<file path="src/rtl/async_fifo_wr_arb.sv">
// Packet-level round-robin arbiter sharing one dual-clock FIFO write port between NUM_REQ requesters.
// Optional macro ASYNC_FIFO_ARB_TAG_EN widens fifo_data_o to {gnt_idx, beat} so the read side can demultiplex.

module async_fifo_wr_arb_chk #(
  parameter int NUM_REQ    = 4,
  parameter int DATA_WIDTH = 8
) (
  input logic                          wr_clk,
  input logic                          wr_rst_n,
  input logic [NUM_REQ-1:0]            req_valid_i,
  input logic [NUM_REQ-1:0]            req_ready_o,
  input logic [NUM_REQ*DATA_WIDTH-1:0] req_data_i
);
  logic [NUM_REQ-1:0]            pend_r;
  logic [NUM_REQ*DATA_WIDTH-1:0] data_r;

  // Remember which requesters were left waiting at the previous edge
  always_ff @(posedge wr_clk or negedge wr_rst_n) begin
    if (!wr_rst_n) begin
      pend_r <= '0;
      data_r <= '0;
    end else begin
      pend_r <= req_valid_i & ~req_ready_o;
      data_r <= req_data_i;
    end
  end

  // A waiting requester must hold valid and its beat until it is accepted
  always @(posedge wr_clk) begin
    for (int k = 0; k < NUM_REQ; k++) begin
      if (wr_rst_n && pend_r[k]) begin
        assert (req_valid_i[k]);
        assert (req_data_i[k*DATA_WIDTH +: DATA_WIDTH] == data_r[k*DATA_WIDTH +: DATA_WIDTH]);
      end
    end
  end
endmodule

module async_fifo_wr_arb #(
  parameter int NUM_REQ    = 4,
  parameter int DATA_WIDTH = 8,
  parameter int CNT_WIDTH  = 16,
  localparam int IDX_WIDTH = $clog2(NUM_REQ),
`ifdef ASYNC_FIFO_ARB_TAG_EN
  localparam int FIFO_WIDTH = DATA_WIDTH + IDX_WIDTH
`else
  localparam int FIFO_WIDTH = DATA_WIDTH
`endif
) (
  input  logic                          wr_clk,
  input  logic                          wr_rst_n,
  input  logic [NUM_REQ-1:0]            req_valid_i,
  output logic [NUM_REQ-1:0]            req_ready_o,
  input  logic [NUM_REQ*DATA_WIDTH-1:0] req_data_i,
  input  logic [NUM_REQ-1:0]            req_last_i,
  output logic                          fifo_valid_o,
  input  logic                          fifo_ready_i,
  output logic [FIFO_WIDTH-1:0]         fifo_data_o,
  input  logic                          fifo_almost_full_i,
  output logic [NUM_REQ-1:0]            grant_o,
  output logic                          busy_o,
  output logic [CNT_WIDTH-1:0]          pkt_cnt_o
);
  typedef enum logic [0:0] {ST_IDLE = 1'b0, ST_BURST = 1'b1} state_t;

  state_t                state_r, state_s;
  logic [IDX_WIDTH-1:0]  gnt_idx_r, rr_ptr_r, pick_idx_s, next_ptr_s;
  logic                  pick_found_s, cur_valid_s, cur_last_s;
  logic                  start_s, accept_s, done_s;
  logic [DATA_WIDTH-1:0] cur_data_s;
  logic [NUM_REQ-1:0]    grant_r;
  logic                  busy_r;
  logic [CNT_WIDTH-1:0]  pkt_cnt_r;

  function automatic logic [IDX_WIDTH-1:0] wrap_add(input logic [IDX_WIDTH-1:0] base, input int off);
    int sum;
    sum = int'(base) + off;
    if (sum >= NUM_REQ) begin
      sum = sum - NUM_REQ;
    end else begin
      sum = sum;
    end
    return IDX_WIDTH'(sum);
  endfunction

  // First valid requester searching upward from the round-robin pointer
  always_comb begin
    pick_found_s = 1'b0;
    pick_idx_s   = '0;
    for (int i = 0; i < NUM_REQ; i++) begin
      if (!pick_found_s && req_valid_i[wrap_add(rr_ptr_r, i)]) begin
        pick_found_s = 1'b1;
        pick_idx_s   = wrap_add(rr_ptr_r, i);
      end else begin
        pick_found_s = pick_found_s;
      end
    end
  end

  // Select the granted requester's valid, last and beat
  always_comb begin
    cur_valid_s = 1'b0;
    cur_last_s  = 1'b0;
    cur_data_s  = '0;
    for (int k = 0; k < NUM_REQ; k++) begin
      if (gnt_idx_r == IDX_WIDTH'(k)) begin
        cur_valid_s = req_valid_i[k];
        cur_last_s  = req_last_i[k];
        cur_data_s  = req_data_i[k*DATA_WIDTH +: DATA_WIDTH];
      end else begin
        cur_valid_s = cur_valid_s;
      end
    end
  end

  assign start_s    = (state_r == ST_IDLE) && pick_found_s && !fifo_almost_full_i;
  assign accept_s   = (state_r == ST_BURST) && cur_valid_s && fifo_ready_i;
  assign done_s     = accept_s && cur_last_s;
  assign next_ptr_s = wrap_add(gnt_idx_r, 1);

  // State register
  always_ff @(posedge wr_clk or negedge wr_rst_n) begin
    if (!wr_rst_n) begin
      state_r <= ST_IDLE;
    end else begin
      state_r <= state_s;
    end
  end

  // Next-state logic; almost-full only gates the start of a packet
  always_comb begin
    state_s = state_r;
    case (state_r)
      ST_IDLE: begin
        if (start_s) begin
          state_s = ST_BURST;
        end else begin
          state_s = ST_IDLE;
        end
      end
      ST_BURST: begin
        if (done_s) begin
          state_s = ST_IDLE;
        end else begin
          state_s = ST_BURST;
        end
      end
      default: state_s = ST_IDLE;
    endcase
  end

  // Grant, pointer and packet counter registers
  always_ff @(posedge wr_clk or negedge wr_rst_n) begin
    if (!wr_rst_n) begin
      gnt_idx_r <= '0;
      rr_ptr_r  <= '0;
      grant_r   <= '0;
      busy_r    <= 1'b0;
      pkt_cnt_r <= '0;
    end else if (start_s) begin
      gnt_idx_r <= pick_idx_s;
      grant_r   <= NUM_REQ'(1) << pick_idx_s;
      busy_r    <= 1'b1;
    end else if (done_s) begin
      rr_ptr_r  <= next_ptr_s;
      pkt_cnt_r <= pkt_cnt_r + CNT_WIDTH'(1);
      grant_r   <= '0;
      busy_r    <= 1'b0;
    end
  end

  // Pass-through of the granted requester while a packet is in flight
  always_comb begin
    fifo_valid_o = 1'b0;
    fifo_data_o  = '0;
    req_ready_o  = '0;
    if (state_r == ST_BURST) begin
      fifo_valid_o           = cur_valid_s;
`ifdef ASYNC_FIFO_ARB_TAG_EN
      fifo_data_o            = {gnt_idx_r, cur_data_s};
`else
      fifo_data_o            = cur_data_s;
`endif
      req_ready_o[gnt_idx_r] = fifo_ready_i;
    end else begin
      fifo_valid_o = 1'b0;
    end
  end

  assign grant_o   = grant_r;
  assign busy_o    = busy_r;
  assign pkt_cnt_o = pkt_cnt_r;

  async_fifo_wr_arb_chk #(
    .NUM_REQ    (NUM_REQ),
    .DATA_WIDTH (DATA_WIDTH)
  ) u_chk (
    .wr_clk      (wr_clk),
    .wr_rst_n    (wr_rst_n),
    .req_valid_i (req_valid_i),
    .req_ready_o (req_ready_o),
    .req_data_i  (req_data_i)
  );
endmodule
</file>
<file path="config.mk">
export PLATFORM = sky130hd
export DESIGN_NAME = async_fifo_wr_arb
export DESIGN_NICKNAME = d
export VERILOG_FILES = /design/src/rtl/async_fifo_wr_arb.sv
export SDC_FILE = /design/constraint.sdc
export NUM_CORES = 1
export LEC_CHECK = 0
export CAP_MARGIN = 20
export CORE_ASPECT_RATIO = 0.7
export CORE_MARGIN = 4
export CORE_UTILIZATION = 41
export CTS_CLUSTER_DIAMETER = 30
export DETAILED_ROUTE_END_ITERATION = 10
export PLACE_DENSITY = 0.8
export SYNTH_ARGS = -nofsm -noshare
export SYNTH_HDL_FRONTEND = slang
export SYNTH_SLANG_ARGS = --single-unit
</file>
<file path="constraint.sdc">
create_clock -name wr_clk -period 2.05 [get_ports wr_clk]
set_input_delay 0.5125 -clock wr_clk [delete_from_list [all_inputs] [get_ports wr_clk]]
set_output_delay 0.5125 -clock wr_clk [all_outputs]
set_load 0.05 [all_outputs]
</file>
---- Word level (Yosys, flattened, before mapping) ----
Index checks and enable logic that the tools add are counted.
operators by class
  add/sub/neg operators ................... 10
  $lt $le $gt $ge ......................... 11
  equal/unequal tests ..................... 3
  shift-type cells ........................ 1
  muxes and demuxes ....................... 45
  bitwise operators ....................... 3
  reduce and logical (&&, ||, !) cells .... 16
operators by type and width
  kind                                                         number
  2-to-1 mux 8 bit                                             5
  2-to-1 mux 1 bit                                             22
  2-to-1 mux 2 bit                                             9
  adder 16 x 1 -> 16 bit (second input constant)               1
  less-than comparator 2 x 3 -> 1 bit (second input constant)  5
  >= comparator 3 bit (second input constant)                  4
  2-to-1 mux 4 bit                                             3
  subtractor 2 x 1 -> 2 bit (second input constant)            5
  logical AND 1 bit                                            9
  binary-select mux 1 bit (select 2 bit)                       4
  adder 2 x 1 -> 3 bit (second input constant)                 2
  adder 2 x 2 -> 3 bit (second input constant)                 2
  bitwise AND 4 bit                                            1
  equality test 2 bit (second input constant)                  2
  logical NOT 1 bit                                            4
  left shift 1 x 2 -> 4 bit (first input constant)             1
  >= comparator 2 x 3 -> 1 bit (second input constant)         1
  demux 1 bit (select 2 bit)                                   1
  equality test 2 x 1 -> 1 bit (second input constant)         1
  >= comparator 2 x 1 -> 1 bit (second input constant)         1
  logical NOT 2 bit                                            1
  inverter 1 bit                                               2
  case mux 1 bit (2 select lines)                              1
  AND reduction 2 bit                                          1
  nonzero test 2 bit                                           1
storage, ports and cells
  bits in registers ....................... 26
  output and inout port bits .............. 34
  word-level logic and storage cells ...... 95

---- Longest topological paths before layout ----
  depth in word-level cells ............... 18
  gate-level depth with buffers ........... 9

---- Least setup slack after synthesis ----
OpenSTA, ideal clock, no wires.
  kind .................................... register to output
  from .................................... register gnt_idx_r[0]
  to ...................................... output fifo_data_o[6]
  arrival time ............................ 1.946 ns
  required time ........................... 1.537 ns
  path slack .............................. -0.408 ns
  cell stages (with the launch flop) ...... 7
  buffers on the path ..................... 2
  path through ............................ dfrtp_1 ha_1 buf_2 clkbuf_1 nor3_1 a21oi_1 nor2b_1
between the ends
  longest elaborated chain between the ends .. 6
  elaborated cells on any way between the ends .. 9
ends and longest elaborated chain
  what                           RTL line  RTL
  start, declared                67        logic [IDX_WIDTH-1:0] gnt_idx_r, rr_ptr_r, pick_idx_s, next_ptr_s;
  start signal, assigned         161       gnt_idx_r <= pick_idx_s;
  logical NOT 2 bit              106       if (gnt_idx_r == IDX_WIDTH'(k)) begin
  2-to-1 mux 8 bit (3 in a row)  106
  2-to-1 mux 8 bit *             106
  2-to-1 mux 8 bit *             177       if (state_r == ST_BURST) begin
  end, declared                  58        output logic [FIFO_WIDTH-1:0] fifo_data_o,
Mark *: on every way between the ends. The rest lies on a longest branch, timed or not.

---- Worst setup path after layout ----
  from .................................... register gnt_idx_r[0]
  to ...................................... output fifo_data_o[4]
The elaborated chain is that of the path after synthesis.

==> flow_summary.json <==
{
  "status": "finished, violations left",
  "failed_checks": "negative setup slack",
  "clock-sinks": 26,
  "initial_utilization_pct": 42.62,
  "clkSlewWorstSetupHoldPaths_ns": 0.09,
  "finalHoldViolCount": 0,
  "synth_area_um2": 1672,
  "core_area_um2": 3923,
  "drc": 0,
  "holdWs_ns": 0.4957,
  "clk_path_buf_depth": 2,
  "slew_headroom_pct": 63.09,
  "ys_ff_latch": 26,
  "avgSynthCellArea_um2": 9.833,
  "synth_mux_area_share_pct": 3.069,
  "num_rows": 19,
  "skew_ns": 0.006072,
  "design_area_um2": 3249,
  "grt_pass1_wl_um": 8811,
  "wl_per_cell_um": 18.58,
  "drt_iter0_drc": 104,
  "p_leak_nw": 1.437,
  "final-max-slew-violation-count": 0,
  "setup_viol": 31,
  "cts_hold_buf": 0,
  "die_y_um": 61.42,
  "synth_compound_area_share_pct": 17.96,
  "antenna_left": 0,
  "ios": 78,
  "diodes": 0,
  "vias": 1830,
  "clk_latency_ns": 0.27,
  "place_ws_ns": -0.2846,
  "synth_cells": 170,
  "power_density_nw_per_um2": 1748,
  "synth_xor_area_share_pct": 7.859,
  "gp_congestion": 0.8319,
  "ys_warn_count": 0,
  "min_path_type": "flip-flop to flip-flop",
  "worstPathRequired_ns": 1.54,
  "critPathCaptureType": "primary output",
  "fmax_mhz": 408.7,
  "tightest_slew_ns": 0.5485,
  "ys_async_sr_fraction_pct": 100.0,
  "synth_fa_ha_area_share_pct": 3.743,
  "max-vdd-ir-drop_mv": 1.136,
  "fin_ws_ns": -0.3969,
  "gr-total-overflow": 0,
  "antenna_found_initial": 0,
  "grt_max_degree": 27,
  "grt_usage_pct": 21.93,
  "yosysSeqAreaShare_pct": 38.92,
  "root_buffer": "clkbuf_8",
  "cts_tree": "yes",
  "synth_ff_type": "dfrtp_1",
  "worstSetupPathType": "flip-flop to primary output",
  "grt_pass1_vias": 1805,
  "cts_made_buffers": 3,
  "ys_types": 38,
  "syn_to_final_growth_pct": 94.39,
  "cp-start-kind": "flip-flop",
  "port_buffers": 77,
  "dr.pass1.iters": 4,
  "dpl.hpwl_um": 3938,
  "critPathMaxFanout": 4,
  "die_area_um2": 5179,
  "synth_edf_count": 0,
  "dpl-instance-area_um2": 2816,
  "dieWidth_um": 84.32,
  "synth_top_family_by_area": "simple AND/OR/NAND/NOR gates",
  "syn-num-nets": 219,
  "routed_wl_um": 6149,
  "viasPerCell": 5.529,
  "final.period_utilization_pct": 119.4,
  "drive_gt1_share_pct": 43.37,
  "yosys.area_share.simple_pct": 23.73,
  "drv_cap": 0,
  "total_power_mw": 5.679,
  "htree_levels": 1,
  "final_nets": 329,
  "finalCriticalPeriod_ns": 2.447,
  "worstPathArrival_ns": 1.93,
  "rsz0062_at_grt": "yes"
}
-- worst max-delay path, stage by stage, from the launching register on --
cell and delay [ns]:
dfrtp_2 0.43, inv_2 0.07, ha_4 0.16, nor2b_4 0.13
buf_4 0.16, a221oi_2 0.26, nor3_2 0.07, a21oi_2 0.18
nor2b_4 0.07, buf_12 0.15
-- what timing repair did --
item | in CTS | in global routing
gates cloned | 1 | 1
buffers inserted | 1 | 9
endpoints found under the hold margin | 0 | 0
resized for setup | 32 | 31
pin swaps | 12 | 6
endpoints found under the setup margin | 18 | 38
-- power breakdown --
part	leakage [nW]	switching, mW	internal (mW)
Combinational	1.06	2.34	2.13
Sequential	0.339	0.143	0.643
Clock	0.0357	0.165	0.261
Total	1.44	2.65	3.03
-- sequential cells by signal, summed over array words and instances, names as in the netlist --
register,flops
busy_o,1
gnt_idx_r,2
grant_o,4
pkt_cnt_o,16
rr_ptr_r,2
state_r,1
-- synth_stat cells, types with 3 or more instances --
| master | number | area share (%) |
|---|---|---|
| a21oi_1 | 10 | 3.0 |
| a221oi_1 | 8 | 4.2 |
| a32o_1 | 4 | 2.4 |
| and2_1 | 4 | 1.5 |
| and3_1 | 11 | 4.1 |
| and4_1 | 4 | 2.1 |
| buf_2 | 3 | 0.90 |
| clkbuf_1 | 3 | 0.67 |
| dfrtp_1 | 26 | 39 |
| ha_1 | 5 | 3.7 |
| inv_1 | 5 | 1.1 |
| nand3_1 | 5 | 1.5 |
| nand4_1 | 9 | 3.4 |
| nor2_1 | 11 | 2.5 |
| nor2b_1 | 9 | 3.4 |
| nor3_1 | 9 | 2.7 |
| xnor2_1 | 15 | 7.9 |
-- cell usage in the layout, fill, tap and decap left out, types with 4 or more instances in the layout --
cell type,instances
a21oi_2,7
a221oi_2,5
a32o_1,4
and2_1,4
and3_1,9
and4_1,4
buf_12,14
buf_4,41
buf_6,8
clkdlybuf4s50_1,47
dfrtp_1,25
nand3_1,4
nand4_1,9
nor2_1,10
nor2b_4,9
nor3_2,6
xnor2_1,15
-- kinds of logic after synthesis --
family | count (synthesis)
AO/OA/AOI/OAI | 36
AND/OR/NAND/NOR | 69
multiplexers | 4
XOR/XNOR | 15
adder cells (fa/ha/maj) | 5
flip-flops | 26
buffers and inverters | 15
-- through the flow --
step / TNS (ns) / util, % / cells
global placement: -3.852 / 71.80 / 317
finish: -4.106 / 82.84 / 331
detailed placement: -4.887 / 71.80 / 317
global route: -6.874 / 82.84 / 331
CTS: -3.322 / 77.51 / 323
floorplan: -0.2222 / - / 170
-- metal layers --
metal | global-route usage (%) | up-vias | part of all wire, %
li1 | - | 853 | -
met1 | 28.24 | 901 | 43
met2 | 39.55 | 66 | 51
met3 | 4.278 | 10 | 4.7
met4 | 4.358 | 0 | 1.5
met5 | 0 | - | 0
-- final timing paths --
kind,start,to,slack (ns),cells past startpoint
min in group asynchronous,wr_rst_n,pkt_cnt_o[12]$_DFFE_PN0P_,0.60,2
worst max-delay path,gnt_idx_r[0]$_DFFE_PN0P_,fifo_data_o[4],-0.40,9
worst min register to register,pkt_cnt_o[15]$_DFFE_PN0P_,pkt_cnt_o[15]$_DFFE_PN0P_,0.50,1
worst max register to register,gnt_idx_r[0]$_DFFE_PN0P_,grant_o[0]$_DFFE_PN0P_,-0.08,12
max in group asynchronous,wr_rst_n,gnt_idx_r[0]$_DFFE_PN0P_,1.19,2
worst min-delay path,pkt_cnt_o[15]$_DFFE_PN0P_,pkt_cnt_o[15]$_DFFE_PN0P_,0.50,1
-- final cells by class --
type	count	area [µm²]
fill	217	673.1
clock buffer	3	41.29
timing repair buffer	114	1206
multi-input combinational	129	1230
tap	52	65.06
inverter	6	25.02
sequential	26	651.9
clock inverter	1	30.03
Power figures use the tool's default switching activity.
